[src/rtl/led_activity_meter_if.sv]
// Front-panel bundle between the synth top level and led_activity_meter:
// voice status inputs toward the meter, LED banks and occupancy count back out.
interface led_activity_meter_if #(
    parameter int VOICES = 2
);
    logic [VOICES-1:0] keys_on;
    logic [VOICES-1:0] voice_free;
    logic [7:0]        gled;
    logic [16:0]       rled;
    logic [4:0]        busy_cnt;
    logic              steal;

    modport master (
        output keys_on, voice_free,
        input  gled, rled, busy_cnt, steal
    );

    modport slave (
        input  keys_on, voice_free,
        output gled, rled, busy_cnt, steal
    );
endinterface

[src/rtl/led_activity_meter.sv]
// Front-panel LED driver: stretched per-voice key activity on the green bank,
// occupancy bar with peak hold/decay and a voice-steal lamp on the red bank.
module led_activity_meter #(
    parameter int VOICES     = 2,
    parameter int HOLD_TICKS = 1220,
    parameter int PEAK_TICKS = 6104
) (
    input  logic               sysclk,
    input  logic               reset1,
    led_activity_meter_if.slave bus
);

    if (VOICES < 1 || VOICES > 16) begin : g_bad_voices
        $error("led_activity_meter: VOICES must be in 1..16");
    end
    if (HOLD_TICKS < 2) begin : g_bad_hold
        $error("led_activity_meter: HOLD_TICKS must be >= 2");
    end
    if (PEAK_TICKS < 2) begin : g_bad_peak
        $error("led_activity_meter: PEAK_TICKS must be >= 2");
    end

    localparam int HW = $clog2(HOLD_TICKS);
    localparam int PW = $clog2(PEAK_TICKS);
    localparam logic [HW-1:0] HOLD_LOAD = HW'(HOLD_TICKS - 1);
    localparam logic [PW-1:0] PEAK_LOAD = PW'(PEAK_TICKS - 1);

    typedef enum logic {IDLE, HOLD} peak_state_t;

    logic [VOICES-1:0] keys_m, keys_s, keys_p;
    logic [VOICES-1:0] free_m, free_s;
    logic [VOICES-1:0] rise;
    logic [HW-1:0]     hold [VOICES];
    logic [HW-1:0]     steal_cnt;
    logic [7:0]        gled_q, gled_next;
    logic [16:0]       rled_q;
    logic [15:0]       bar_next;
    logic [4:0]        busy_q;
    logic [4:0]        peak;
    logic [PW-1:0]     pt;
    peak_state_t       state;
    logic              steal_now;
    logic              steal_next;

    function automatic logic [4:0] busy_count(input logic [VOICES-1:0] free);
        logic [4:0] n;
        n = '0;
        for (int v = 0; v < VOICES; v++) begin
            n = n + {4'd0, ~free[v]};
        end
        return n;
    endfunction

    // Stage: two-flop synchronizers plus the previous-sample register for edge detect
    always_ff @(posedge sysclk or negedge reset1) begin
        if (!reset1) begin
            keys_m <= '0;
            keys_s <= '0;
            keys_p <= '0;
            free_m <= '1;
            free_s <= '1;
        end else begin
            keys_m <= bus.keys_on;
            keys_s <= keys_m;
            keys_p <= keys_s;
            free_m <= bus.voice_free;
            free_s <= free_m;
        end
    end

    assign rise       = keys_s & ~keys_p;
    assign steal_now  = (|rise) && (busy_q == 5'(VOICES));
    assign steal_next = steal_now || (steal_cnt != '0);

    always_comb begin
        gled_next = '0;
        for (int v = 0; v < VOICES && v < 8; v++) begin
            gled_next[v] = keys_s[v] | rise[v] | (hold[v] != '0);
        end
    end

    always_comb begin
        bar_next = '0;
        for (int i = 1; i <= 16; i++) begin
            bar_next[i-1] = (5'(i) <= busy_q) || (5'(i) == peak);
        end
    end

    // Stage: per-voice hold stretchers and green output register
    always_ff @(posedge sysclk or negedge reset1) begin
        if (!reset1) begin
            for (int v = 0; v < VOICES; v++) begin
                hold[v] <= '0;
            end
            gled_q <= '0;
        end else begin
            for (int v = 0; v < VOICES; v++) begin
                if (rise[v]) begin
                    hold[v] <= HOLD_LOAD;
                end else if (hold[v] != '0) begin
                    hold[v] <= hold[v] - HW'(1);
                end
            end
            gled_q <= gled_next;
        end
    end

    // Stage: occupancy count, peak tracker, steal stretcher and red output register
    always_ff @(posedge sysclk or negedge reset1) begin
        if (!reset1) begin
            busy_q    <= '0;
            peak      <= '0;
            pt        <= '0;
            state     <= IDLE;
            steal_cnt <= '0;
            rled_q    <= '0;
        end else begin
            busy_q <= busy_count(free_s);

            if (busy_q >= peak && busy_q != '0) begin
                peak  <= busy_q;
                pt    <= PEAK_LOAD;
                state <= HOLD;
            end else begin
                case (state)
                    HOLD: begin
                        if (pt == '0) begin
                            peak <= peak - 5'd1;
                            pt   <= PEAK_LOAD;
                            if (peak == 5'd1) state <= IDLE;
                        end else begin
                            pt <= pt - PW'(1);
                        end
                    end
                    default: ;
                endcase
            end

            if (steal_now) begin
                steal_cnt <= HOLD_LOAD;
            end else if (steal_cnt != '0) begin
                steal_cnt <= steal_cnt - HW'(1);
            end

            rled_q <= {bar_next, steal_next};
        end
    end

    assign bus.gled     = gled_q;
    assign bus.rled     = rled_q;
    assign bus.busy_cnt = busy_q;
    assign bus.steal    = rled_q[0];

endmodule

[src/flat_wrapper.sv]
// flat-port wrapper written by rule: the top's interface ports become plain ports
module led_activity_meter_flat 
#(
    parameter int VOICES     = 2,
    parameter int HOLD_TICKS = 1220,
    parameter int PEAK_TICKS = 6104
)
  (sysclk, reset1, bus_keys_on, bus_voice_free, bus_gled, bus_rled, bus_busy_cnt, bus_steal);
  led_activity_meter_if #(.VOICES(VOICES)) bus_i ();
  input  logic sysclk;
  input  logic reset1;
  input wire logic [$bits(bus_i.keys_on)-1:0] bus_keys_on;
  input wire logic [$bits(bus_i.voice_free)-1:0] bus_voice_free;
  output wire logic [$bits(bus_i.gled)-1:0] bus_gled;
  output wire logic [$bits(bus_i.rled)-1:0] bus_rled;
  output wire logic [$bits(bus_i.busy_cnt)-1:0] bus_busy_cnt;
  output wire logic [$bits(bus_i.steal)-1:0] bus_steal;
  assign bus_i.keys_on = bus_keys_on;
  assign bus_i.voice_free = bus_voice_free;
  assign bus_gled = bus_i.gled;
  assign bus_rled = bus_i.rled;
  assign bus_busy_cnt = bus_i.busy_cnt;
  assign bus_steal = bus_i.steal;
  led_activity_meter #(.VOICES(VOICES), .HOLD_TICKS(HOLD_TICKS), .PEAK_TICKS(PEAK_TICKS)) u_core (.sysclk(sysclk), .reset1(reset1), .bus(bus_i));
endmodule
[config.mk]
export PLATFORM = sky130hd
export DESIGN_NAME = led_activity_meter_flat
export DESIGN_NICKNAME = d
export VERILOG_FILES = /design/src/rtl/led_activity_meter_if.sv /design/src/rtl/led_activity_meter.sv /design/src/flat_wrapper.sv
export SDC_FILE = /design/constraint.sdc
export NUM_CORES = 1
export LEC_CHECK = 0
export CORE_ASPECT_RATIO = 0.8
export CORE_MARGIN = 2
export CORE_UTILIZATION = 40
export DETAILED_ROUTE_END_ITERATION = 16
export GPL_TIMING_DRIVEN = 0
export PLACE_DENSITY = 0.61
export SLEW_MARGIN = 5
export SYNTH_ARGS = -nofsm -noshare
export SYNTH_HDL_FRONTEND = slang
export SYNTH_SLANG_ARGS = --single-unit
[constraint.sdc]
create_clock -name sysclk -period 3.3 [get_ports sysclk]
set_clock_uncertainty 0.2 [all_clocks]
set_input_delay 0.66 -clock sysclk [delete_from_list [all_inputs] [get_ports sysclk]]
set_output_delay 0.66 -clock sysclk [all_outputs]
set_load 0.01 [all_outputs]
After elaboration in Yosys (flattened, before gate mapping) --
Index checks and enable logic that the tools add are counted. W data, S select, Z words.
Operators by class: equality and inequality tests 18, reduce and logical (&&, ||, !) cells 31, $add $sub $neg 6, $lt $le $gt $ge 17, muxes and demuxes 16, bitwise operators 8
Operators by type and width (number):
- $mux W11 | 6
- $eq A4 B5 Y1 const A | 8
- $le A4 B5 Y1 const A | 8
- $mux W13 | 3
- $reduce_bool A11 Y1 | 3
- $sub A11 B1 Y11 const B | 3
- $eq A3 B5 Y1 const A | 4
- $le A3 B5 Y1 const A | 4
- $logic_or A1 B1 Y1 | 17
- $mux W5 | 3
- $logic_not A13 Y1 | 1
- $sub A13 B1 Y13 const B | 1
- $eq A2 B5 Y1 const A | 2
- $le A2 B5 Y1 const A | 2
- $reduce_bool A2 Y1 | 5
- $eq A1 B5 Y1 const A | 1
- $eq A5 B1 Y1 const B | 1
- $eq A5 B2 Y1 const B | 1
- $eq A5 B5 Y1 const A | 1
- $ge A5 B5 Y1 | 1
- $le A1 B5 Y1 const A | 1
- $le A5 B5 Y1 const A | 1
- $reduce_bool A5 Y1 | 1
- $sub A5 B1 Y5 const B | 1
- other kinds (9) | 17
Storage, ports and cells: output and inout port bits 31, bits of input ports 6, bits in registers 86

Depth between registers and ports, before layout --
depth in word-level cells 5, depth in mapped cells 8

Worst setup path after synthesis --
Ideal clock, no wire load.
path type register to register, from register u_core.busy_q[0], in the netlist u_core.bus.busy_cnt[0], to register u_core.pt[4], arrival time 1.862 ns, slack 1.101 ns, setup time 0.138 ns, buffers on the path 1, cell stages (with the launch flop) 9, required time 2.962 ns, cells stage by stage dfrtp_1 inv_1 ha_1 nand2b_1 a21o_1 a21oi_1 clkbuf_1 nor3_1 nand3b_1
Between the ends: cells in the longest elaborated chain, start to end 3
RTL lines:
- start: declaration | line led_activity_meter.sv:38 | logic [4:0] busy_q;
- start signal: assignment | line led_activity_meter.sv:118 | busy_q <= busy_count(free_s);
- $ge A5 B5 Y1 or $reduce_bool A5 Y1 (tied branches) | line led_activity_meter.sv:120 | if (busy_q >= peak && busy_q != '0) begin
- $logic_and A1 B1 Y1 (*) | line led_activity_meter.sv:120
- $mux W13 or $reduce_bool A2 Y1 (tied branches)
- end signal: assignment | line led_activity_meter.sv:132 | pt <= pt - PW'(1);
- end: declaration | line led_activity_meter.sv:40 | logic [PW-1:0] pt;
Every way passes the cells marked *; elsewhere a longest branch is shown, timed or not. A chain may end at the register's enable or synchronous reset.

Worst setup path after layout --
Ends and elaborated chain as after synthesis.

==> reports/results.ini <==
[worst_setup_path]
path_cells = inv_1, ha_1, nand2b_1, a21o_1, a21oi_1, clkbuf_1, nor3_1, nand3b_1
reg2regPathDepth = 8
crit_end = u_core.pt[4]
critPathSlowestCell = a21oi_1
cp-startpoint = u_core.bus.busy_cnt[0]
crit_buf_inv = 2
path_class = reg -> reg
end_kind = register
r2r_end = u_core.pt[4]
critPathLaunchType = register
critical_path.top_delay_family = compound AO/OA/AOI/OAI gates
max_stage_delay_ns = 0.48
crit_fanout = 10
r2r_setup_slack_ns = 0.61
critPathArrivalTime_ns = 2.68
cp.required_ns = 3.29
cp.depth = 8
crit-reg2reg-launch = u_core.bus.busy_cnt[0]

[synth]
async_flop_share_pct = 100
synth.top_cell.area_share_pct = 50.5
synth_cell_type_count = 54
ys.flop_type = dfrtp_1
synth_top_cell_by_area = dfrtp_1
synth_edf_count = 0
syn_area_per_cell_um2 = 10.5
yosysWarnings = 0
yosysSeqAreaShare_pct = 53.2
mappedNetlistArea_um2 = 3910
syn-instance-count = 371
ys_top_cells_by_area = dfrtp_1 (51%), ha_1 (5.1%), nand2_1 (2.8%), nor2_1 (2.8%), dfstp_2 (2.7%)
synth-seq-cells = 83

[global_routing]
grt_util_all_layers_pct = 15.0
grt_max_degree = 57
grt_pass1_vias = 2667
grt_overflow = 0
antenna_found_initial = 0
grt_pass1_wl_um = 12400

[power_and_ir_drop]
power_density_nw_per_um2 = 705
ir_drop_mv = 0.406
p_leak_nw = 2.01

[routing]
vias_per_cell = 4.99
drt_pre_antenna_iters = 4
drt_wl_total_um = 7180
drtIter0Drc = 120
vias = 2702
wl_per_cell_um = 13.2
route.detailed.drc = 0
antenna_left = 0

[floorplanning]
ios = 37
dieArea_um2 = 10600
initial_core_util_pct = 40.9
fp.coreArea_um2 = 9570
die_w_um = 115
die_h_um = 92.5
num_rows = 32

[cells_and_area]
ff_latch_area_um2 = 2080
fillerInstances = 887
multiInputGateArea_um2 = 1700
post-route-util_pct = 48.9
antenna_cells = 0
area_growth_pct = 19.5
final_area_um2 = 4680
final_nets = 440
fin_cells = 542
drive_gt1_share_pct = 11.1

[sta]
setup_viol = 0
rsz0062_at_grt = false
period_needed_ns = 2.69
fmax_ghz = 0.372
period_share_pct = 81.5
max_slew_margin_pct = 53.7
worstMarginPinSlew_ns = 0.688
slew_violations = 0
hold_viol = 0

[placement]
hpwlAfterDp_um = 4950
numPortBuffers = 27
placed_cells = 526
post_dp_cell_area_um2 = 4390
globalplace.congestion = 0.792

[cts]
cts_buffer_depth = 2
cts_tree = built
cts_made_buffers = 9
root_buffer = clkbuf_16
insertion_delay_ns = 0.34
clkTransAtPathRegs_ns = 0.06
htreeDepth = 3
ctsResizeCount = 0
cts_setup_buffers = 0
clock_sinks = 83
cts_hold_buf = 0

[min_path]
hp-class = in -> async

[job]
max-cap-violations = 0

[status]
status = finished clean

cell usage after synthesis, types with 8 or more instances:
library cell	number
nand2b_1	8
buf_4	10
inv_1	14
dfrtp_1	79
a21oi_1	15
xor2_1	10
xnor2_1	11
ha_1	16
nand3_1	12
nand2_1	29
o21ai_0	16
or3_1	15
nor2_1	29
and2_1	16
nor3_1	9
through the flow:
step	TNS (ns)	total power, mW	setup WS [ns]	hold slack (ns)
final	0	3.30	0.611	0.0406
after global routing	0	3.54	0.434	0.0638
after CTS	0	3.35	0.625	0.0400
after detailed placement	0	2.33	0.648	0.145
after global placement	-127.83	2.30	-1.59	0.135
after floorplan	0	2.05	1.10	0.131
worst register-to-register path, delay by kind of cell (launching register included):
| family | cells | cell delay [ns] |
|---|---|---|
| fa+ha+maj | 1 | 0.28 |
| buf+inv | 2 | 0.50 |
| flops | 1 | 0.47 |
| compound gates | 2 | 0.70 |
| simple gates | 3 | 0.40 |
final cells by class:
class                           instances  share of cell area [%]
Sequential cell                        83                    44.5
Clock buffer                           13                    5.35
Multi-Input combinational cell        266                    36.4
Buffer                                 16                    2.30
Tap cell                              119                    3.18
Timing Repair Buffer                   28                    6.31
Inverter                               14                    1.12
Clock inverter                          3                   0.856
how the worst min path moves through the flow:
stage                                      to  slack [ns]  depth (start not counted)
final                         u_core.hold[11]        0.04                          1
after global routing      u_core.steal_cnt[8]        0.06                          1
after CTS                     u_core.hold[11]        0.04                          1
after detailed placement     u_core.keys_s[0]        0.14                          0
after global placement       u_core.keys_s[0]        0.13                          0
after floorplan              u_core.keys_s[0]        0.13                          0
registers in the layout (all words and copies together) (netlist names), 5 cells and up:
name and count:
u_core.bus.rled 17, u_core.hold 22, u_core.peak 5, u_core.pt 13, u_core.steal_cnt 11
power breakdown:
part	switching [mW]	internal, mW
clock	0.379	0.605
sequential	0.202	1.24
combinational	0.465	0.412
total	1.05	2.25
logic make-up after synthesis:
| logic type | count (synthesis) | synth area share [%] |
|---|---|---|
| and+or+nand+nor | 164 | 23.6 |
| DFF | 83 | 53.2 |
| AOI/OAI and AO/OA | 53 | 8.31 |
| buffers and inverters | 30 | 4.09 |
| xor gates and xnor gates | 21 | 4.70 |
| adders and majority gates | 16 | 5.12 |
| muxes | 3 | 0.895 |
| other | 1 | 0.0958 |
placed cells by master, fill, tap and decap left out, types with 12 or more instances in the layout:
master / instances
a21oi_1: 15
or3_1: 15
ha_1: 16
nor2_1: 29
clkdlybuf4s50_1: 26
o21ai_0: 16
nand3_1: 12
dfrtp_1: 79
inv_1: 14
and2_1: 16
nand2_1: 29
layer usage:
layer	share of wire, %	vias to the layer above	global-route usage [%]
met4	1.7	0	5.49
met1	49	1304	19.1
met5	0	-	0
met3	3.4	11	5.30
met2	46	27	23.5
li1	-	1360	-
Note: power is estimated with default switching activity, not from simulation.
